## src/rtl/fwd_hazard_unit_if.sv

```systemverilog
// D-stage operand bundle for the forwarding/hazard unit.
// The master drives the decoded D instruction; the slave returns selects and stall.
interface fwd_hazard_unit_if #(
  parameter int NSRC = 2,
  parameter int AW   = 5,
  parameter int SELW = 2
);
  logic                   iIssue_Valid;
  logic [NSRC*AW-1:0]     iRsrc_RegD;
  logic [NSRC-1:0]        iRsrc_Use;
  logic [AW-1:0]          iWsel_RegD;
  logic                   iRegWrite_RegD;
  logic                   iIsLoad_RegD;
  logic                   iFlush;
  logic [NSRC*SELW-1:0]   oFU_Sel;
  logic                   oStall;
  logic [15:0]            oStallCnt;

  modport master (
    output iIssue_Valid, iRsrc_RegD, iRsrc_Use,
    output iWsel_RegD, iRegWrite_RegD, iIsLoad_RegD,
    output iFlush,
    input  oFU_Sel, oStall, oStallCnt
  );

  modport slave (
    input  iIssue_Valid, iRsrc_RegD, iRsrc_Use,
    input  iWsel_RegD, iRegWrite_RegD, iIsLoad_RegD,
    input  iFlush,
    output oFU_Sel, oStall, oStallCnt
  );
endinterface

```

## src/rtl/fwd_hazard_unit.sv

```systemverilog
// Tracks downstream writers, picks forwarding sources per operand
// and raises load-use stalls while a load result is not yet available.
module fwd_hazard_unit #(
  parameter int NSRC     = 2,
  parameter int DEPTH    = 3,
  parameter int AW       = 5,
  parameter int LOAD_LAT = 1
) (
  input  logic             clk,
  input  logic             rst,
  fwd_hazard_unit_if.slave bus
);
  localparam int SELW = $clog2(DEPTH + 1);

  typedef struct packed {
    logic          valid;
    logic [AW-1:0] wsel;
    logic          regWrite;
    logic          isLoad;
  } entry_t;

  entry_t ent [1:DEPTH];
  entry_t dEnt;

  logic [NSRC*SELW-1:0] sel;
  logic [NSRC-1:0]      stallReq;
  logic                 stall;
  logic [15:0]          stallCnt;

  assign dEnt = {1'b1, bus.iWsel_RegD,
                 bus.iRegWrite_RegD, bus.iIsLoad_RegD};

  // Walk oldest to youngest so the youngest match overrides.
  always_comb begin
    sel      = '0;
    stallReq = '0;
    for (int i = 0; i < NSRC; i++) begin
      for (int k = DEPTH; k >= 1; k--) begin
        if (ent[k].valid && ent[k].regWrite &&
            (ent[k].wsel != '0) &&
            (ent[k].wsel == bus.iRsrc_RegD[i*AW +: AW]) &&
            bus.iRsrc_Use[i]) begin
          if (ent[k].isLoad && (k <= LOAD_LAT)) begin
            sel[i*SELW +: SELW] = '0;
            stallReq[i]         = 1'b1;
          end else begin
            sel[i*SELW +: SELW] = SELW'(k);
            stallReq[i]         = 1'b0;
          end
        end
      end
    end
  end

  assign stall = ~rst & (|stallReq) &
                 bus.iIssue_Valid & ~bus.iFlush;

  assign bus.oFU_Sel   = rst ? '0 : sel;
  assign bus.oStall    = stall;
  assign bus.oStallCnt = stallCnt;

  always_ff @(posedge clk or posedge rst) begin
    if (rst) begin
      for (int k = 1; k <= DEPTH; k++) ent[k] <= '0;
      stallCnt <= '0;
    end else begin
      if (bus.iIssue_Valid && !stall && !bus.iFlush)
        ent[1] <= dEnt;
      else
        ent[1] <= '0;
      // The flushed instruction was in entry 1, so entry 2 is squashed too.
      for (int k = 2; k <= DEPTH; k++) begin
        if (k == 2 && bus.iFlush) ent[k] <= '0;
        else                      ent[k] <= ent[k-1];
      end
      if (stall && stallCnt != 16'hFFFF)
        stallCnt <= stallCnt + 16'd1;
    end
  end
endmodule

```

## src/flat_wrapper.sv

```systemverilog
// flat-port wrapper written by rule: the top's interface ports become plain ports
module fwd_hazard_unit_flat 
#(
  parameter int NSRC     = 2,
  parameter int DEPTH    = 3,
  parameter int AW       = 5,
  parameter int LOAD_LAT = 1
)
  (clk, rst, bus_iIssue_Valid, bus_iRsrc_RegD, bus_iRsrc_Use, bus_iWsel_RegD, bus_iRegWrite_RegD, bus_iIsLoad_RegD, bus_iFlush, bus_oFU_Sel, bus_oStall, bus_oStallCnt);
  fwd_hazard_unit_if #(.NSRC(NSRC), .AW(AW), .SELW(($clog2((3) + 1)))) bus_i ();
  input  logic clk;
  input  logic rst;
  input wire logic [$bits(bus_i.iIssue_Valid)-1:0] bus_iIssue_Valid;
  input wire logic [$bits(bus_i.iRsrc_RegD)-1:0] bus_iRsrc_RegD;
  input wire logic [$bits(bus_i.iRsrc_Use)-1:0] bus_iRsrc_Use;
  input wire logic [$bits(bus_i.iWsel_RegD)-1:0] bus_iWsel_RegD;
  input wire logic [$bits(bus_i.iRegWrite_RegD)-1:0] bus_iRegWrite_RegD;
  input wire logic [$bits(bus_i.iIsLoad_RegD)-1:0] bus_iIsLoad_RegD;
  input wire logic [$bits(bus_i.iFlush)-1:0] bus_iFlush;
  output wire logic [$bits(bus_i.oFU_Sel)-1:0] bus_oFU_Sel;
  output wire logic [$bits(bus_i.oStall)-1:0] bus_oStall;
  output wire logic [$bits(bus_i.oStallCnt)-1:0] bus_oStallCnt;
  assign bus_i.iIssue_Valid = bus_iIssue_Valid;
  assign bus_i.iRsrc_RegD = bus_iRsrc_RegD;
  assign bus_i.iRsrc_Use = bus_iRsrc_Use;
  assign bus_i.iWsel_RegD = bus_iWsel_RegD;
  assign bus_i.iRegWrite_RegD = bus_iRegWrite_RegD;
  assign bus_i.iIsLoad_RegD = bus_iIsLoad_RegD;
  assign bus_i.iFlush = bus_iFlush;
  assign bus_oFU_Sel = bus_i.oFU_Sel;
  assign bus_oStall = bus_i.oStall;
  assign bus_oStallCnt = bus_i.oStallCnt;
  fwd_hazard_unit #(.NSRC(NSRC), .DEPTH(DEPTH), .AW(AW), .LOAD_LAT(LOAD_LAT)) u_core (.clk(clk), .rst(rst), .bus(bus_i));
endmodule
```

## config.mk

```make
export PLATFORM = sky130hd
export DESIGN_NAME = fwd_hazard_unit_flat
export DESIGN_NICKNAME = d
export VERILOG_FILES = /design/src/rtl/fwd_hazard_unit_if.sv /design/src/rtl/fwd_hazard_unit.sv /design/src/flat_wrapper.sv
export SDC_FILE = /design/constraint.sdc
export NUM_CORES = 1
export LEC_CHECK = 0
export CORE_MARGIN = 2
export CORE_UTILIZATION = 34
export CTS_BUF_LIST = sky130_fd_sc_hd__clkbuf_16
export CTS_CLUSTER_SIZE = 30
export DETAILED_ROUTE_END_ITERATION = 8
export GPL_TIMING_DRIVEN = 0
export SLEW_MARGIN = 20
export SYNTH_ARGS = -nofsm -noshare
export SYNTH_HDL_FRONTEND = slang
export SYNTH_SLANG_ARGS = --single-unit
```

## constraint.sdc

```tcl
create_clock -name clk -period 2.45 [get_ports clk]
set_input_delay 0.3675 -clock clk [delete_from_list [all_inputs] [get_ports clk]]
set_output_delay 0.3675 -clock clk [all_outputs]
set_load 0.02 [all_outputs]
```

# After elaboration in Yosys (flattened, before gate mapping)
# Cells that the tools add are included.
[word_totals]
reg_bits = 38
in_bits = 23
out_inout_bits = 21
word_cells = 64
[classes]
n_addsub = 1
n_eq_ne = 7
mux = 13
bitwise = 5
reduce_logical = 27
[ops]
columns = ["operator", "n"]
rows = [
  ["$eq 5x5->1", 6],
  ["$logic_and 1x1->1", 21],
  ["$add 16x1->16 const B", 1],
  ["$mux 8", 2],
  ["$ne 16x16->1 const B", 1],
  ["$reduce_bool 5->1", 3],
  ["$mux 2", 6],
  ["$mux 1", 4],
  ["$mux 4", 1],
  ["$and 1x1->1", 3],
  ["$logic_not 1->1", 2],
  ["$not 1->1", 2],
  ["$reduce_or 2->1", 1],
]

# Depth between registers and ports, before layout
[depth]
ltp_word = 13
mapped_depth = 7
mapped_depth_nobuf = 7

# Worst setup path before layout
# No wires, ideal clock.
[synth_timing]
path_kind = "register -> output"
start = "reg u_core.ent[10] in the netlist's numbering"
end = "out bus_oFU_Sel[2]"
arrival_time_ns = 1.862
required_ns = 2.082
path_slack_ns = 0.221
path_stages_with_launch = 7
path_buffers = 0
cell_sequence = "dfrtp_1 > or4_1 > o211ai_1 > nor3_1 > nand2b_1 > mux2_2 > nor2_1"
[synth_between]
elab_chain_cells = 7
elab_cells_between_ends = 8
cone_classes = "1 x eq/ne; 3 x mux; 4 x reduce/logical"
[synth_lines]
columns = ["item", "line_no", "text"]
rows = [
  ["from (decl)", "fwd_hazard_unit.sv:22", "entry_t ent [1:DEPTH];"],
  ["from (signal, indexed assignment)", "fwd_hazard_unit.sv:74", "else ent[k] <= ent[k-1];"],
  ["$reduce_bool 5->1", "fwd_hazard_unit.sv:40", "(ent[k].wsel != '0) &&"],
  ["$logic_and 1x1->1", "fwd_hazard_unit.sv:39", "if (ent[k].valid && ent[k].regWrite &&"],
  ["$logic_and 1x1->1 (*)", "fwd_hazard_unit.sv:40", ""],
  ["$logic_and 1x1->1 (*)", "fwd_hazard_unit.sv:41", "(ent[k].wsel == bus.iRsrc_RegD[i*AW +: AW]) &&"],
  ["$mux 2 (*) (2 in a row)", "fwd_hazard_unit.sv:39", ""],
  ["$mux 4 (*)", "fwd_hazard_unit.sv:58", "assign bus.oFU_Sel = rst ? '0 : sel;"],
  ["to (decl)", "flat_wrapper.sv:20", "output wire logic [$bits(bus_i.oFU_Sel)-1:0] bus_oFU_Sel;"],
]
# Every way passes the cells marked *; elsewhere a longest branch is shown, timed or not.

# Worst setup path in the final report
[layout_timing]
start = "reg u_core.ent[12] in the netlist's numbering"
end = "out bus_oFU_Sel[0]"
# Same word-level chain as after synthesis.

==> flow_summary.toml <==
[outcome]
status = "complete, but fails checks"
violations_in_the_final_reports = "setup timing"

[power]
power_frac_clock_pct = 44.8
net-switching-power_uw = 328
power_mw = 1.41
pwr_dens_nw_per_um2 = 510
power.leakage_nw = 1.17
combinationalPowerShare_pct = 9.0
cell_internal_power_mw = 1.08
worst_ir_drop_vdd_uv = 263
power_switching_share_pct = 23.2
share_seq_of_total_power_pct = 46.2

[cells_and_area]
nNetsFinal = 264
multi_input_comb_area_um2 = 1060
layout.cells.most_common = "dfrtp_1"
num_antenna_cells = 0
layout.cells.most_common_list = "dfrtp_1 (35), xnor2_1 (31), clkdlybuf4s50_1 (30), xor2_1 (14), nand2_1 (12)"
post-route-util_pct = 49.7
synthToLayoutAreaGrowth_pct = 39.5
n_fill_cell = 533
area_occupied_by_registers_um2 = 955
post_route_cells_drive_above_1_share_pct = 19.5

[worst_hold_path]
whs_path_depth = 0
hold_path.startpoint = "u_core.ent[9]"
min_path_type = "flip-flop to flip-flop"
worstHoldEndpoint = "u_core.ent[1]"

[drt]
drt-total-wl_mm = 4.41
wire_per_inst_um = 14.1
post_drt_via_cell_ratio = 4.72
ant_nets = 0
remaining_drc_errors = 0
route.vias.total = 1476
drt_iter0_markers = 58
first_pass_iters = 4

[worst_setup_path]
path_buf_inv = 1
crit_path_max_incr_delay_ns = 0.54
critical_path_required_ns = 2.08
worst_reg2reg_setup_slack_ns = 0.35
r2r-start = "u_core.ent[21]"
reg2reg_depth = 8
path_class = "flip-flop to output port"
start_kind = "flip-flop"
cpLargestDelayFamily = "simple AND/OR/NAND/NOR gates"
critical-path-slowest-cell = "or4_4"
crit_fanout = 2
cell_by_cell_listing_of_the_critical_path = "or4_4 -> o211ai_1 -> nor3_2 -> nand2b_4 -> mux2_4 -> nor2_4 -> buf_6"
reg2reg_to = "u_core.bus.oStallCnt[15]"
crit_path_end_kind = "output port"
critPathArrivalTime_ns = 2.22

[timing]
final_max_slew_viol_count = 0
worst_slew_margin_rel_pct = 53.4
timing.final.ws_setup_ns = -0.138
timing_hold_violations_final = 0
finalSetupViolCount = 2
post_layout_min_period_ns = 2.59
worst_hold_slack_ns = 0.392
rsz0062_at_grt = "true"
worst_slew_pin_slew_ns = 0.692
totalNegativeSetupSlack_ns = -0.253
timing.final.crit_share_pct = 106
timing.fmax_mhz = 386
skew_ns = 0.00502

[placement]
port-buffer-count = 43
place_hpwl_mm = 3.28
place.gp.congestion = 0.871

[synth]
yosysSeqAreaShare_pct = 47.9
average_cell_area_after_synthesis_um2 = 11.0
synth_net_count = 205
postSynth.asyncResetShare_pct = 100
gate_count_of_the_mapped_netlist = 181
synthesis.area_um2 = 1990
synth.ff_latch_count = 38
synth_top_flop_cell = "dfrtp_1"
synthesis_warning_total = 0
synth_edf_count = 0
yosys.cell_types.count = 29

[flow_run]
timing.max_cap.violations = 0

[floorplan]
die_area_um2 = 6470
num_io_pins = 44
num_rows = 27
core-area_um2 = 5570
initial_utilization_pct = 35.6
die_height_um = 80.4
die_w_um = 80.4

[grt]
grt_start_max_net_pins = 29
total_routing_usage_reported_by_global_routing_pct = 14.9
first_global_vias = 1470
gr-total-overflow = 0
grt_antenna_before_repair = 0
grt_pass1_wl_mm = 7.18

[clock_tree]
cts_tree = "yes"
clock_sinks = 38
cts_made_buffers = 5
htree_num_levels = 2
cts.reportedPaths.clkPinSlew_ns = 0.06
worst_skew_pair.late_latency_ns = 0.28
cts.root.buffer_cell = "clkbuf_16"
clock_tree.buffer_depth = 2
ctsHoldBuffers = 0
## flip-flops by register name (all words and copies together) (netlist names)
name and cells:
u_core.bus.oStallCnt 16, u_core.ent 22
## synth_stat cells (all sizes together), types with 3 or more instances
cell type	number	area share [%]
nand4	6	1.9
nand2b	4	1.3
inv	4	0.76
dfrtp	38	48
nor3	12	3.0
and2	10	3.2
xor2	14	6.2
xnor2	31	14
nand2	12	2.3
nor2	9	1.7
and3	3	1.0
nor4	5	2.2
mux2	3	1.7
nor2b	8	2.5
nand3	7	1.8
## worst max-delay path by stage
stage	startpoint	depth (start not counted)	end	slack, ns
5_1_grt	u_core.ent[13]	7	bus_oFU_Sel[0]	-0.24
2_1_floorplan	u_core.ent[10]	6	bus_oFU_Sel[2]	0.22
6_report	u_core.ent[12]	7	bus_oFU_Sel[0]	-0.14
4_1_cts	u_core.ent[10]	7	bus_oFU_Sel[0]	-0.11
3_3_place_gp	bus_iRsrc_RegD[3]	8	bus_oFU_Sel[0]	-0.75
3_5_place_dp	bus_iRsrc_RegD[0]	8	bus_oFU_Sel[0]	-0.76
## power groups by stage
stage	clock network [mW]	logic, mW	registers [mW]
6_report	0.633	0.127	0.653
5_1_grt	0.675	0.139	0.654
4_1_cts	0.646	0.124	0.652
3_5_place_dp	0	0.124	0.665
3_3_place_gp	0	0.119	0.664
2_1_floorplan	0	0.0612	0.660
## kinds of logic after synthesis
| family | synth area share [%] |
|---|---|
| DFF | 47.9 |
| xor gates and xnor gates | 19.8 |
| muxes | 1.70 |
| AOI/OAI and AO/OA | 4.79 |
| buffers and inverters | 1.13 |
| and+or+nand+nor | 24.0 |
| adders and majority gates | 0.630 |
## routing by layer
metal,up-vias,global-route usage [%],wire length (um)
met1,715,19.6,2030
met3,2,3.37,140
li1,735,-,-
met5,-,0,0
met2,24,23.8,2190
met4,0,6.10,55
## final cells by class
class,instances,area share [%]
Clock buffer,5,4.52
Multi-Input combinational cell,138,38.3
Timing Repair Buffer,52,17.7
Clock inverter,3,0.768
Inverter,4,0.542
Tap cell,72,3.25
Buffer,1,0.407
Sequential cell,38,34.5
## what timing repair did
action / in CTS / in global routing
pin swaps: 3 / 9
resized for setup: 33 / 19
endpoints found under the hold margin: 0 / 0
setup endpoints to repair: 5 / 5
setup buffers: 5 / 3
## stage by stage
step                cells  area (um2)  setup slack (ns)
floorplan             181        1990             0.221
global placement      296        2510            -0.751
detailed placement    297        2530            -0.756
CTS                   310        2680            -0.115
global route          313        2770            -0.237
finish                313        2770            -0.138
Power figures use the tool's default switching activity.
